==> src/rtl/alu_mul_sequencer.sv <==
// Multi-cycle shift-add multiplier that has no arithmetic of its own. It drives
// the shared execute-stage ALU with add and shift-left operations and captures SUM.
module alu_mul_sequencer #(
   parameter int WIDTH  = 32,
   parameter int CTRL_W = 4,
   parameter logic [CTRL_W-1:0] SUM_OP = '0,
   parameter logic [CTRL_W-1:0] SLL_OP = CTRL_W'(1)
) (
   input  logic              i_clk,
   input  logic              i_rst,
   input  logic              i_start,
   input  logic [WIDTH-1:0]  i_op_a,
   input  logic [WIDTH-1:0]  i_op_b,
   output logic              o_busy,
   output logic              o_done,
   output logic [WIDTH-1:0]  o_result,
   output logic [WIDTH-1:0]  o_alu_op1,
   output logic [WIDTH-1:0]  o_alu_op2,
   output logic [CTRL_W-1:0] o_alu_ctrl,
   input  logic [WIDTH-1:0]  i_alu_sum
);

   localparam int CNT_W = $clog2(WIDTH) + 1;

   typedef enum logic [1:0] {
      IDLE  = 2'd0,
      ADD   = 2'd1,
      SHIFT = 2'd2,
      DONE  = 2'd3
   } state_t;

   state_t             r_state;
   state_t             w_nextState;
   logic [WIDTH-1:0]   r_acc;
   logic [WIDTH-1:0]   r_mcand;
   logic [WIDTH-1:0]   r_mplr;
   logic [CNT_W-1:0]   r_cnt;
   logic [WIDTH-1:0]   r_result;
   logic [WIDTH-1:0]   w_mplrNext;
   logic               w_lastIter;

   assign w_mplrNext = r_mplr >> 1;
   // Stop early once no multiplier bits remain, so short operands finish quickly.
   assign w_lastIter = (r_cnt == CNT_W'(WIDTH - 1)) || (w_mplrNext == '0);

   assign o_busy   = (r_state != IDLE);
   assign o_done   = (r_state == DONE);
   assign o_result = r_result;

   always_ff @(posedge i_clk) begin
      if (i_rst) begin
         r_state <= IDLE;
      end else begin
         r_state <= w_nextState;
      end
   end

   // ALU drive depends only on state and registers, never on i_start.
   always_comb begin
      w_nextState = r_state;
      o_alu_op1   = '0;
      o_alu_op2   = '0;
      o_alu_ctrl  = SUM_OP;
      case (r_state)
         IDLE: begin
            if (i_start) begin
               w_nextState = ADD;
            end
         end
         ADD: begin
            o_alu_op1   = r_acc;
            o_alu_op2   = r_mcand;
            w_nextState = SHIFT;
         end
         SHIFT: begin
            o_alu_op1   = r_mcand;
            o_alu_op2   = WIDTH'(1);
            o_alu_ctrl  = SLL_OP;
            w_nextState = w_lastIter ? DONE : ADD;
         end
         DONE: begin
            w_nextState = IDLE;
         end
         default: begin
            w_nextState = IDLE;
         end
      endcase
   end

   always_ff @(posedge i_clk) begin
      if (i_rst) begin
         r_acc    <= '0;
         r_mcand  <= '0;
         r_mplr   <= '0;
         r_cnt    <= '0;
         r_result <= '0;
      end else begin
         case (r_state)
            IDLE: begin
               if (i_start) begin
                  r_acc   <= '0;
                  r_mcand <= i_op_a;
                  r_mplr  <= i_op_b;
                  r_cnt   <= '0;
               end
            end
            ADD: begin
               if (r_mplr[0]) begin
                  r_acc <= i_alu_sum;
               end
            end
            SHIFT: begin
               r_mcand <= i_alu_sum;
               r_mplr  <= w_mplrNext;
               r_cnt   <= r_cnt + CNT_W'(1);
            end
            DONE: begin
               r_result <= r_acc;
            end
            default: begin
            end
         endcase
      end
   end

endmodule

==> config.mk <==
export PLATFORM = sky130hd
export DESIGN_NAME = alu_mul_sequencer
export DESIGN_NICKNAME = d
export VERILOG_FILES = /design/src/rtl/alu_mul_sequencer.sv
export SDC_FILE = /design/constraint.sdc
export NUM_CORES = 1
export LEC_CHECK = 0
export CAP_MARGIN = 15
export CORE_MARGIN = 2
export CORE_UTILIZATION = 40
export DETAILED_ROUTE_END_ITERATION = 7
export GPL_TIMING_DRIVEN = 0
export PLACE_DENSITY_LB_ADDON = 0.12
export SYNTH_ARGS = -nofsm -noshare
export SYNTH_HDL_FRONTEND = slang
export SYNTH_SLANG_ARGS = --single-unit
==> constraint.sdc <==
create_clock -name i_clk -period 2.1 [get_ports i_clk]
set_input_delay 0.315 -clock i_clk [delete_from_list [all_inputs] [get_ports i_clk]]
set_output_delay 0.315 -clock i_clk [all_outputs]
set_load 0.03 [all_outputs]
==> results.toml, run 1 <==
[status]
outcome = "finished with violations"
violations = "setup timing"

[layout]
filler_cell_count = 1291
regArea_mm2 = 0.00273
finish.utilization_pct = 63.7
area_growth_pct = 57.0
multi_input_comb_area_mm2 = 0.00405
most-common-layout-cells = "nor2_1 (134), dfxtp_1 (134), clkdlybuf4s50_1 (129), mux2i_1 (95), buf_6 (70)"
insertedDiodeCount = 0
finalNetCount = 1003
post_route_cells_drive_above_1_share_pct = 36.5

[clock_tree]
numCtsBuffers = 17
clk_latency_ps = 420
cts_tree = "yes"
cts.sinks = 136
clock_edge_transition_at_the_registers_on_the_reported_setup_and_hold_paths_ps = 60
cts.htree.levels = 4
cts.hold.buffers_added = 0
clockRootBuffer = "clkbuf_16"
cts_buffer_depth = 2

[setup_path]
worst_ep_required_time_ps = 1780
slowest_stage = "dfxtp_4"
worstPathMaxFanout = 10
stage_delay_of_the_slowest_cell_on_the_critical_path_ps = 400
startpoint_type = "register"
timing.critical_path.max_delay_family = "buffers and inverters"
data_arrival_time_of_the_critical_path_ps = 1840
cp_num_buf_inv = 4
library_cell_appearing_most_often_on_the_critical_path = "clkbuf_16"
timing.critical_path.cells = "inv_6 -> ha_4 -> clkbuf_16 -> clkbuf_16 -> and3_4 -> buf_6"
worst_setup_path_end_kind = "output pin"
worstSetupPathType = "reg2out"

[synth]
post-synth-top-area-cell = "dfxtp_1"
asr_flop_ratio_synth_pct = 0
syn_area_mm2 = 0.00668
synth.yosys.seq_area_share_pct = 40.7
synthesis.instances = 668
synth.yosys.warnings = 0
synth.top_cells.by_area = "dfxtp_1 (41%), mux2i_1 (14%), a211oi_2 (11%)"
synth.lib_cells_used.distinct = 38
postSynthRegisterBits = 136
area_share_of_the_leading_cell_type_in_the_synthesized_netlist_pct = 40.7
dominantRegCellSynth = "dfxtp_1"
postSynthAreaPerCell_um2 = 10.0
number_of_synthesized_flops_with_an_enable_pin = 0

[power_and_ir_drop]
power.static_leakage_nw = 3.80
seq_power_share_pct = 33.2
clock_power_share_pct = 33.9
power.internal_mw = 6.31
pwr-share-comb_pct = 32.9
vdd.ir_drop.worst_mv = 0.694
power-per-cell-area_mw_per_mm2 = 883
sw_frac_of_total_pct = 31.9
report.power.total_mw = 9.26
net-switching-power_mw = 2.95

[timing]
hold_violations = 0
timing.final.setup_violations = 50
maximum_achievable_frequency_mhz = 464
final_min_period_over_clock_period_pct = 103
timing.setup.tns_ps = -1120
post-route-worst-setup-slack_ps = -54.4
fin_worst_skew_ps = 6.67
slew-limit-headroom_pct = 47.9
shortest_period_the_worst_path_allows_ps = 2150
worst_pin_slew_ps = 781
rsz_0062_raised_after_global_routing = "true"
slew_viol_final = 0

[drt]
final_wirelength_um = 22800
detail_route.first_pass.iterations = 5
num_vias = 6095
wl_per_cell_um = 20.2
vias_per_cell = 5.39
drtIter0Drc = 255
route.antenna.remaining_nets = 0
drc = 0

[floorplanning]
start_util_pct = 40.6
floorplan.io_pins = 201
die_y_um = 133
die_area_mm2 = 0.0178
placeableCoreArea_mm2 = 0.0165
placementRows = 47
die_w_um = 133

[global_route]
grt_first_pass_wirelength_um = 35300
grt_overflow_total = 0
grt_start_max_net_pins = 17
grt_pass1_vias = 6302
grtUsageTotal_pct = 25.7
grt_antenna_before_repair = 0

[worst_hold_path]
holdCritPathClass = "reg2reg"

[job]
cap_viol_max_count = 0

[place]
port_buffers = 196
dpl.hpwl_um = 16000
place.gp.congestion = 0.830
==> metrics by stage <==
stage               hold WS (ps)  instances  cell area (um2)  setup WS (ps)
finish                       496       1130            10500          -54.4
global placement             476       1086             8960           -841
CTS                          497       1125            10300          -22.8
global route                 509       1130            10500          -80.6
floorplan                    445        670             6720           27.2
detailed placement           486       1086             8960           -899
==> synthesized netlist by cell type, types with 2 or more instances <==
| master | count |
|---|---|
| and3_1 | 32 |
| clkbuf_4 | 3 |
| buf_6 | 6 |
| a22o_1 | 9 |
| and2_1 | 2 |
| inv_1 | 4 |
| a22oi_1 | 25 |
| xor2_1 | 4 |
| buf_4 | 6 |
| a211oi_1 | 4 |
| nor4_1 | 7 |
| nand3b_1 | 2 |
| a22oi_2 | 30 |
| a21oi_1 | 4 |
| a211oi_2 | 60 |
| buf_2 | 25 |
| mux2i_1 | 95 |
| buf_1 | 3 |
| dfxtp_1 | 136 |
| ha_1 | 6 |
| clkbuf_1 | 25 |
| nand2_1 | 4 |
| nand4_1 | 5 |
| nor2b_1 | 24 |
| nor2_1 | 134 |
==> worst reg2reg max path, stage by stage, from the launching register on <==
cell and delay (ps):
dfxtp_4 370, inv_6 80, buf_4 120, ha_1 300, mux2_4 370, buf_6 160
buf_4 190, nor2_1 150, a211oi_2 60
==> sequential cells by signal, indices dropped and copies added, names as in the netlist <==
register / flops
o_result: 32
r_mplr: 32
r_cnt: 6
r_acc: 32
r_mcand: 32
r_state: 2
==> worst paths after layout <==
check                                  from                        end  slack [ps]  depth (start not counted)
hold / removal    o_result[10]$_SDFFE_PP0P_  o_result[10]$_SDFFE_PP0P_         500                          2
setup reg to reg    r_state[1]$_SDFFE_PP0P_   r_mcand[17]$_SDFFE_PP0P_         160                          8
hold reg to reg   o_result[10]$_SDFFE_PP0P_  o_result[10]$_SDFFE_PP0P_         500                          2
setup / recovery    r_state[1]$_SDFFE_PP0P_              o_alu_op2[22]         -50                          6
==> what timing repair did <==
item / CTS / global route
pin swaps: 10 / 9
cloned: 4 / 1
gates resized for setup: 563 / 54
buffers inserted: 6 / 4
hold endpoints to repair: 0 / 0
setup endpoints to repair: 66 / 96
==> layout make-up <==
cell class	count	share of cell area (%)
Sequential cell	136	26.0
Buffer	66	6.02
Multi-Input combinational cell	463	38.6
Clock buffer	22	4.43
Inverter	4	0.215
Tap cell	220	2.62
Timing Repair Buffer	210	20.7
Clock inverter	9	1.41
==> per-layer routing <==
metal / wire length, um / up-vias / share of wire [%] / track usage, %
li1: - / 2866 / - / -
met1: 9670 / 2979 / 42 / 31.4
met2: 11100 / 208 / 49 / 43.8
met3: 1340 / 42 / 5.9 / 6.05
met4: 654 / 0 / 2.9 / 10.3
met5: 0 / - / 0 / 0
==> power by group through the flow <==
stage                     logic (mW)  clock network, mW  registers [mW]
after detailed placement        2.35                  0            3.09
after global routing            3.21               3.29            3.10
final                           3.04               3.14            3.08
after global placement          2.31                  0            3.08
after floorplan                 1.57                  0            3.03
after CTS                       2.92               3.17            3.06
==> kinds of logic after synthesis <==
kind of cell,count (synthesis),share of synthesized area [%]
adder cells (fa/ha/maj),6,1.12
multiplexers,97,14.6
AND/OR/NAND/NOR,215,15.1
flip-flops,136,40.7
XOR/XNOR,4,0.524
buffers and inverters,72,5.69
other,1,0.0561
AO/OA/AOI/OAI,137,22.2
Power figures use the tool's default switching activity.
==> run 2, diff against run 1 <==
--- a/config.mk
+++ b/config.mk
@@ -14,3 +14,4 @@
 export SYNTH_ARGS = -nofsm -noshare
 export SYNTH_HDL_FRONTEND = slang
 export SYNTH_SLANG_ARGS = --single-unit
+export TNS_END_PERCENT = 20
==> run 2 against run 1 <==
  * The flow still finishes with violations (setup timing)
  * Utilization decreased by 0.89 points
  * Maximum frequency increased by 0.76%
  * Routed wire length decreased by 2.1%
  * Count of clock-buffer cells in the layout decreased by 2
  * First-iteration DRC count increased by 27%
  * Register-to-register slack about the same
  * Critical endpoint is now o_alu_op1[29]
  * Largest cell class unchanged
==> results.toml, run 2 (synthesis gave the netlist of run 1 again) <==
[setup_path]
data_arrival_time_of_the_critical_path_ps = 1820
worst_ep_required_time_ps = 1780
timing.critical_path.cells = "inv_2 -> ha_4 -> buf_12 -> clkbuf_16 -> a22oi_2 -> nor2b_4 -> buf_6"
stage_delay_of_the_slowest_cell_on_the_critical_path_ps = 360
setup.worst_path.start = "r_state[0]$_SDFFE_PP0P_"
crit-reg2reg-launch = "r_state[1]$_SDFFE_PP0P_"
worstSetupPathType = "reg2out"
slowest_stage = "dfxtp_4"
startpoint_type = "register"
worstPathMaxFanout = 11
worst_setup_path_end_kind = "output pin"

[drt]
final_wirelength_um = 22300
num_vias = 6037
vias_per_cell = 5.34
detail_route.first_pass.iterations = 4
route.antenna.remaining_nets = 0
wl_per_cell_um = 19.7
drc = 0
drtIter0Drc = 323

[timing]
maximum_achievable_frequency_mhz = 468
slew-limit-headroom_pct = 48.5
rsz_0062_raised_after_global_routing = "true"
timing.final.setup_violations = 48
final_min_period_over_clock_period_pct = 102
shortest_period_the_worst_path_allows_ps = 2140
slew_viol_final = 0
hold_violations = 0
post-route-worst-setup-slack_ps = -38.2
fin_worst_skew_ps = 6.60
worst_pin_slew_ps = 772
hold_slack_ps = 483
timing.setup.tns_ps = -897

[layout]
most-common-layout-cells = "nor2_1 (134), dfxtp_1 (134), clkdlybuf4s50_1 (130), mux2i_1 (95), buf_6 (70)"
filler_cell_count = 1332
area_growth_pct = 54.8
multi_input_comb_area_mm2 = 0.00399
post_route_cells_drive_above_1_share_pct = 36.0
finish.cell_count_without_fillers = 1131
finalNetCount = 1004
insertedDiodeCount = 0
regArea_mm2 = 0.00273

[clock_tree]
clk_latency_ps = 420
cts.sinks = 136
cts.htree.levels = 4
clockRootBuffer = "clkbuf_16"
cts_buffer_depth = 2
clock_edge_transition_at_the_registers_on_the_reported_setup_and_hold_paths_ps = 60
cts.hold.buffers_added = 0
numCtsBuffers = 17
cts_tree = "yes"

[place]
dpl.hpwl_um = 15800
port_buffers = 196
place.gp.congestion = 0.835
numPlacedInstances = 1086

[global_route]
grt_overflow_total = 0
grt_pass1_vias = 6135
grt_antenna_before_repair = 0
grtUsageTotal_pct = 24.6
grt_first_pass_wirelength_um = 33800
grt_start_max_net_pins = 17

[power_and_ir_drop]
report.power.total_mw = 8.81
power-per-cell-area_mw_per_mm2 = 852
vdd.ir_drop.worst_mv = 0.743
power.static_leakage_nw = 3.75

[floorplanning]
start_util_pct = 40.6
floorplan.io_pins = 201
die_area_mm2 = 0.0178
placementRows = 47
die_y_um = 133
placeableCoreArea_mm2 = 0.0165
die_w_um = 133

[status]
outcome = "finished with violations"
violations = "setup timing"

[job]
cap_viol_max_count = 0

[worst_hold_path]
min_from = "i_rst"
holdCritPathClass = "in2reg"
[run 2: changes by cell type in the layout (fill, tap and decap cells not counted), sizes merged]
cell / previous run / this run
bufinv: 4 / 1
dlygate4sd2: 1 / 0
clkdlybuf4s50: 129 / 130
clkinv: 4 / 9
clkbuf: 47 / 46
[run 2: metal layers]
| layer | share of wire [%] | routed length, um | vias up | track usage [%] |
|---|---|---|---|---|
| met5 | 0 | 0 | - | 0 |
| met1 | 43 | 9580 | 2959 | 30.0 |
| li1 | - | - | 2858 | - |
| met3 | 5.5 | 1230 | 39 | 6.16 |
| met2 | 49 | 10900 | 181 | 41.6 |
| met4 | 2.6 | 575 | 0 | 9.63 |
[run 2: critical path: cells and delay by family, from the launching register on]
family / cells / cell delay (ps)
AO/OA/AOI/OAI: 1 / 230
AND/OR/NAND/NOR: 1 / 60
buffers and inverters: 4 / 550
adder cells (fa/ha/maj): 1 / 190
flip-flops: 1 / 360
[run 2: final timing paths]
kind / to / slack [ps] / depth (start not counted)
setup / recovery: o_alu_op1[29] / -40 / 7
hold / removal: r_state[0]$_SDFFE_PP0P_ / 480 / 3
setup reg to reg: r_acc[5]$_SDFFE_PP0P_ / 150 / 9
hold reg to reg: r_mplr[31]$_SDFFE_PP0P_ / 490 / 2
[run 2: layout make-up]
class	count	area share, %
plain buffers	66	5.98
clock buffers	20	4.32
clock inverters	11	0.798
inverters	4	0.194
multi-input cells	463	38.6
flip-flops and latches	136	26.4
well taps	220	2.66
repair buffers	211	21.1
[run 2: power by group]
part	internal, mW	switching, mW
clock	1.63	1.10
sequential	2.84	0.227
combinational	1.41	1.60
[run 2: per-stage QoR]
| step | worst slack (ps) | cell area (um2) | utilization [%] |
|---|---|---|---|
| 6_report | -38.2 | 10300 | 62.8 |
| 3_5_place_dp | -939 | 8930 | 54.2 |
| 3_3_place_gp | -860 | 8930 | 54.2 |
| 5_1_grt | -86.8 | 10300 | 62.8 |
| 4_1_cts | -56.3 | 9920 | 60.3 |
| 2_1_floorplan | -97.2 | 6700 | - |
[run 2: repair_timing]
item                       in CTS  in global routing
buffers inserted                7                  4
resized for setup             520                 87
cloned                          3                  2
setup endpoints to repair      66                 97
pin swaps                       4                 14
==> run 3, diff against run 2 <==
--- a/config.mk
+++ b/config.mk
@@ -10,7 +10,7 @@
 export CORE_UTILIZATION = 40
 export DETAILED_ROUTE_END_ITERATION = 7
 export GPL_TIMING_DRIVEN = 0
-export PLACE_DENSITY_LB_ADDON = 0.12
+export PLACE_DENSITY = 0.7
 export SYNTH_ARGS = -nofsm -noshare
 export SYNTH_HDL_FRONTEND = slang
 export SYNTH_SLANG_ARGS = --single-unit
==> constraint.sdc (replaced) <==
create_clock -name i_clk -period 2.1 [get_ports i_clk]
set_input_delay 0.315 -clock i_clk [delete_from_list [all_inputs] [get_ports i_clk]]
set_output_delay 0.315 -clock i_clk [all_outputs]
set_load 0.05 [all_outputs]
==> run 3 against run 2 <==
  * The flow still finishes with violations (setup timing)
  * Power rose by 1.6%
  * Worst hold slack worse by 32 ps
  * Register-to-register slack better by 20 ps
  * Clock skew is 1.4 ps lower
  * Flip-flop and latch count unchanged
  * Critical path type unchanged
==> results.toml, run 3 (synthesis gave the netlist of run 1 again) <==
[status]
outcome = "finished with violations"
violations = "setup timing"

[worst_hold_path]
min_from = "i_rst"
holdCritPathClass = "in2reg"
worstHoldEndpoint = "r_state[0]$_SDFFE_PP0P_"
worstHoldPathCells = 3

[place]
dpl_cell_area_mm2 = 0.00902
dpl.hpwl_um = 15700
place.gp.congestion = 0.826
port_buffers = 196

[global_route]
grt_start_max_net_pins = 17
grt_pass1_vias = 6105
grt_overflow_total = 0
grt_antenna_before_repair = 0
grt_first_pass_wirelength_um = 33900
grtUsageTotal_pct = 24.6

[setup_path]
worstPathMaxFanout = 6
worstSetupPathType = "reg2out"
crit-reg2reg-launch = "r_state[0]$_SDFFE_PP0P_"
data_arrival_time_of_the_critical_path_ps = 1880
worst_setup_path_end_kind = "output pin"
worst_ep_required_time_ps = 1780
slack_of_the_worst_reg_to_reg_path_ps = 170
r2r-end = "r_acc[19]$_SDFFE_PP0P_"
worst_r2r_path_depth = 8
startpoint_type = "register"

[floorplanning]
placementRows = 47
floorplan.io_pins = 201
die_area_mm2 = 0.0178
start_util_pct = 40.6
die_w_um = 133
placeableCoreArea_mm2 = 0.0165
die_y_um = 133

[power_and_ir_drop]
vdd.ir_drop.worst_mv = 0.723
power.static_leakage_nw = 3.75
report.power.total_mw = 8.95
power-per-cell-area_mw_per_mm2 = 858

[layout]
multi_input_comb_area_mm2 = 0.00400
filler_cell_count = 1286
most-common-layout-cells = "nor2_1 (134), dfxtp_1 (134), clkdlybuf4s50_1 (129), mux2i_1 (95), a211oi_2 (60)"
insertedDiodeCount = 0
final_design_area_no_fill_mm2 = 0.0104
finalNetCount = 999
area_growth_pct = 56.1
finish.utilization_pct = 63.4
regArea_mm2 = 0.00273
post_route_cells_drive_above_1_share_pct = 35.7

[drt]
wl_per_cell_um = 19.4
vias_per_cell = 5.32
drc = 0
drtIter0Drc = 414
route.antenna.remaining_nets = 0
num_vias = 5992
detail_route.first_pass.iterations = 5
final_wirelength_um = 21900

[clock_tree]
clockRootBuffer = "clkbuf_16"
numCtsBuffers = 17
clock_edge_transition_at_the_registers_on_the_reported_setup_and_hold_paths_ps = 60
cts.sinks = 136
cts_buffer_depth = 2
clk_latency_ps = 420
cts_tree = "yes"
cts.hold.buffers_added = 0
cts.htree.levels = 4

[timing]
final_min_period_over_clock_period_pct = 104
rsz_0062_raised_after_global_routing = "true"
hold_slack_ps = 450
shortest_period_the_worst_path_allows_ps = 2190
slew_viol_final = 0
timing.final.setup_violations = 54
post-route-worst-setup-slack_ps = -92.9
hold_violations = 0
worst_pin_slew_ps = 754
slew-limit-headroom_pct = 49.8
maximum_achievable_frequency_mhz = 456
fin_worst_skew_ps = 5.24

[job]
cap_viol_max_count = 0
## run 3: how the worst max path moves through the flow
stage               slack [ps]  cells past startpoint            end               startpoint
global route              -130                      6  o_alu_op1[14]  r_state[0]$_SDFFE_PP0P_
floorplan                  -90                      6  o_alu_op1[29]  r_state[0]$_SDFFE_PP0P_
CTS                        -80                      6  o_alu_op1[27]  r_state[0]$_SDFFE_PP0P_
global placement         -1100                      6  o_alu_op2[31]  r_state[0]$_SDFFE_PP0P_
detailed placement       -1080                      6  o_alu_op2[31]  r_state[0]$_SDFFE_PP0P_
finish                     -90                      6  o_alu_op2[19]  r_state[0]$_SDFFE_PP0P_
## run 3: critical path: stages, from the launching register on
cell and delay [ps]:
dfxtp_4 400, inv_6 60, ha_4 300, clkbuf_16 180, clkbuf_8 170, and3_4 210
buf_8 140
## run 3: routing by layer
metal,global-route usage (%),up-vias,wire length (um)
met5,0,-,0
met4,8.92,0,522
met3,5.86,39,1270
met2,40.5,198,10500
met1,31.3,2888,9570
li1,-,2867,-
## run 3: timing repair
action | in CTS | in global routing
gates cloned | 3 | 2
hold endpoints to repair | 0 | 0
buffers inserted | 4 | 2
resized for setup | 566 | 53
setup endpoints to repair | 67 | 65
pin swaps | 9 | 5
## run 3: final cells by class
type | count | area share [%]
clock buffers | 23 | 4.68
multi-input cells | 463 | 38.4
inverters | 4 | 0.216
flip-flops and latches | 136 | 26.2
well taps | 220 | 2.64
clock inverters | 9 | 0.696
repair buffers | 206 | 21.6
plain buffers | 66 | 5.62
## run 3: report_power, final
group          total [mW]  leakage (nW)  switching, mW  internal (mW)
clock network        2.85         0.282           1.11           1.74
logic                3.02          2.36           1.64           1.38
registers            3.08          1.11          0.242           2.84
total                8.95          3.75           2.99           5.95
## run 3: metrics by stage
stage          std cells  setup slack [ps]  setup TNS (ps)
6_report            1127             -92.9           -2320
5_1_grt             1127              -126           -4950
4_1_cts             1123             -79.5           -2940
3_5_place_dp        1086             -1080          -57070
3_3_place_gp        1086             -1100          -57650
2_1_floorplan        670             -87.7            -863
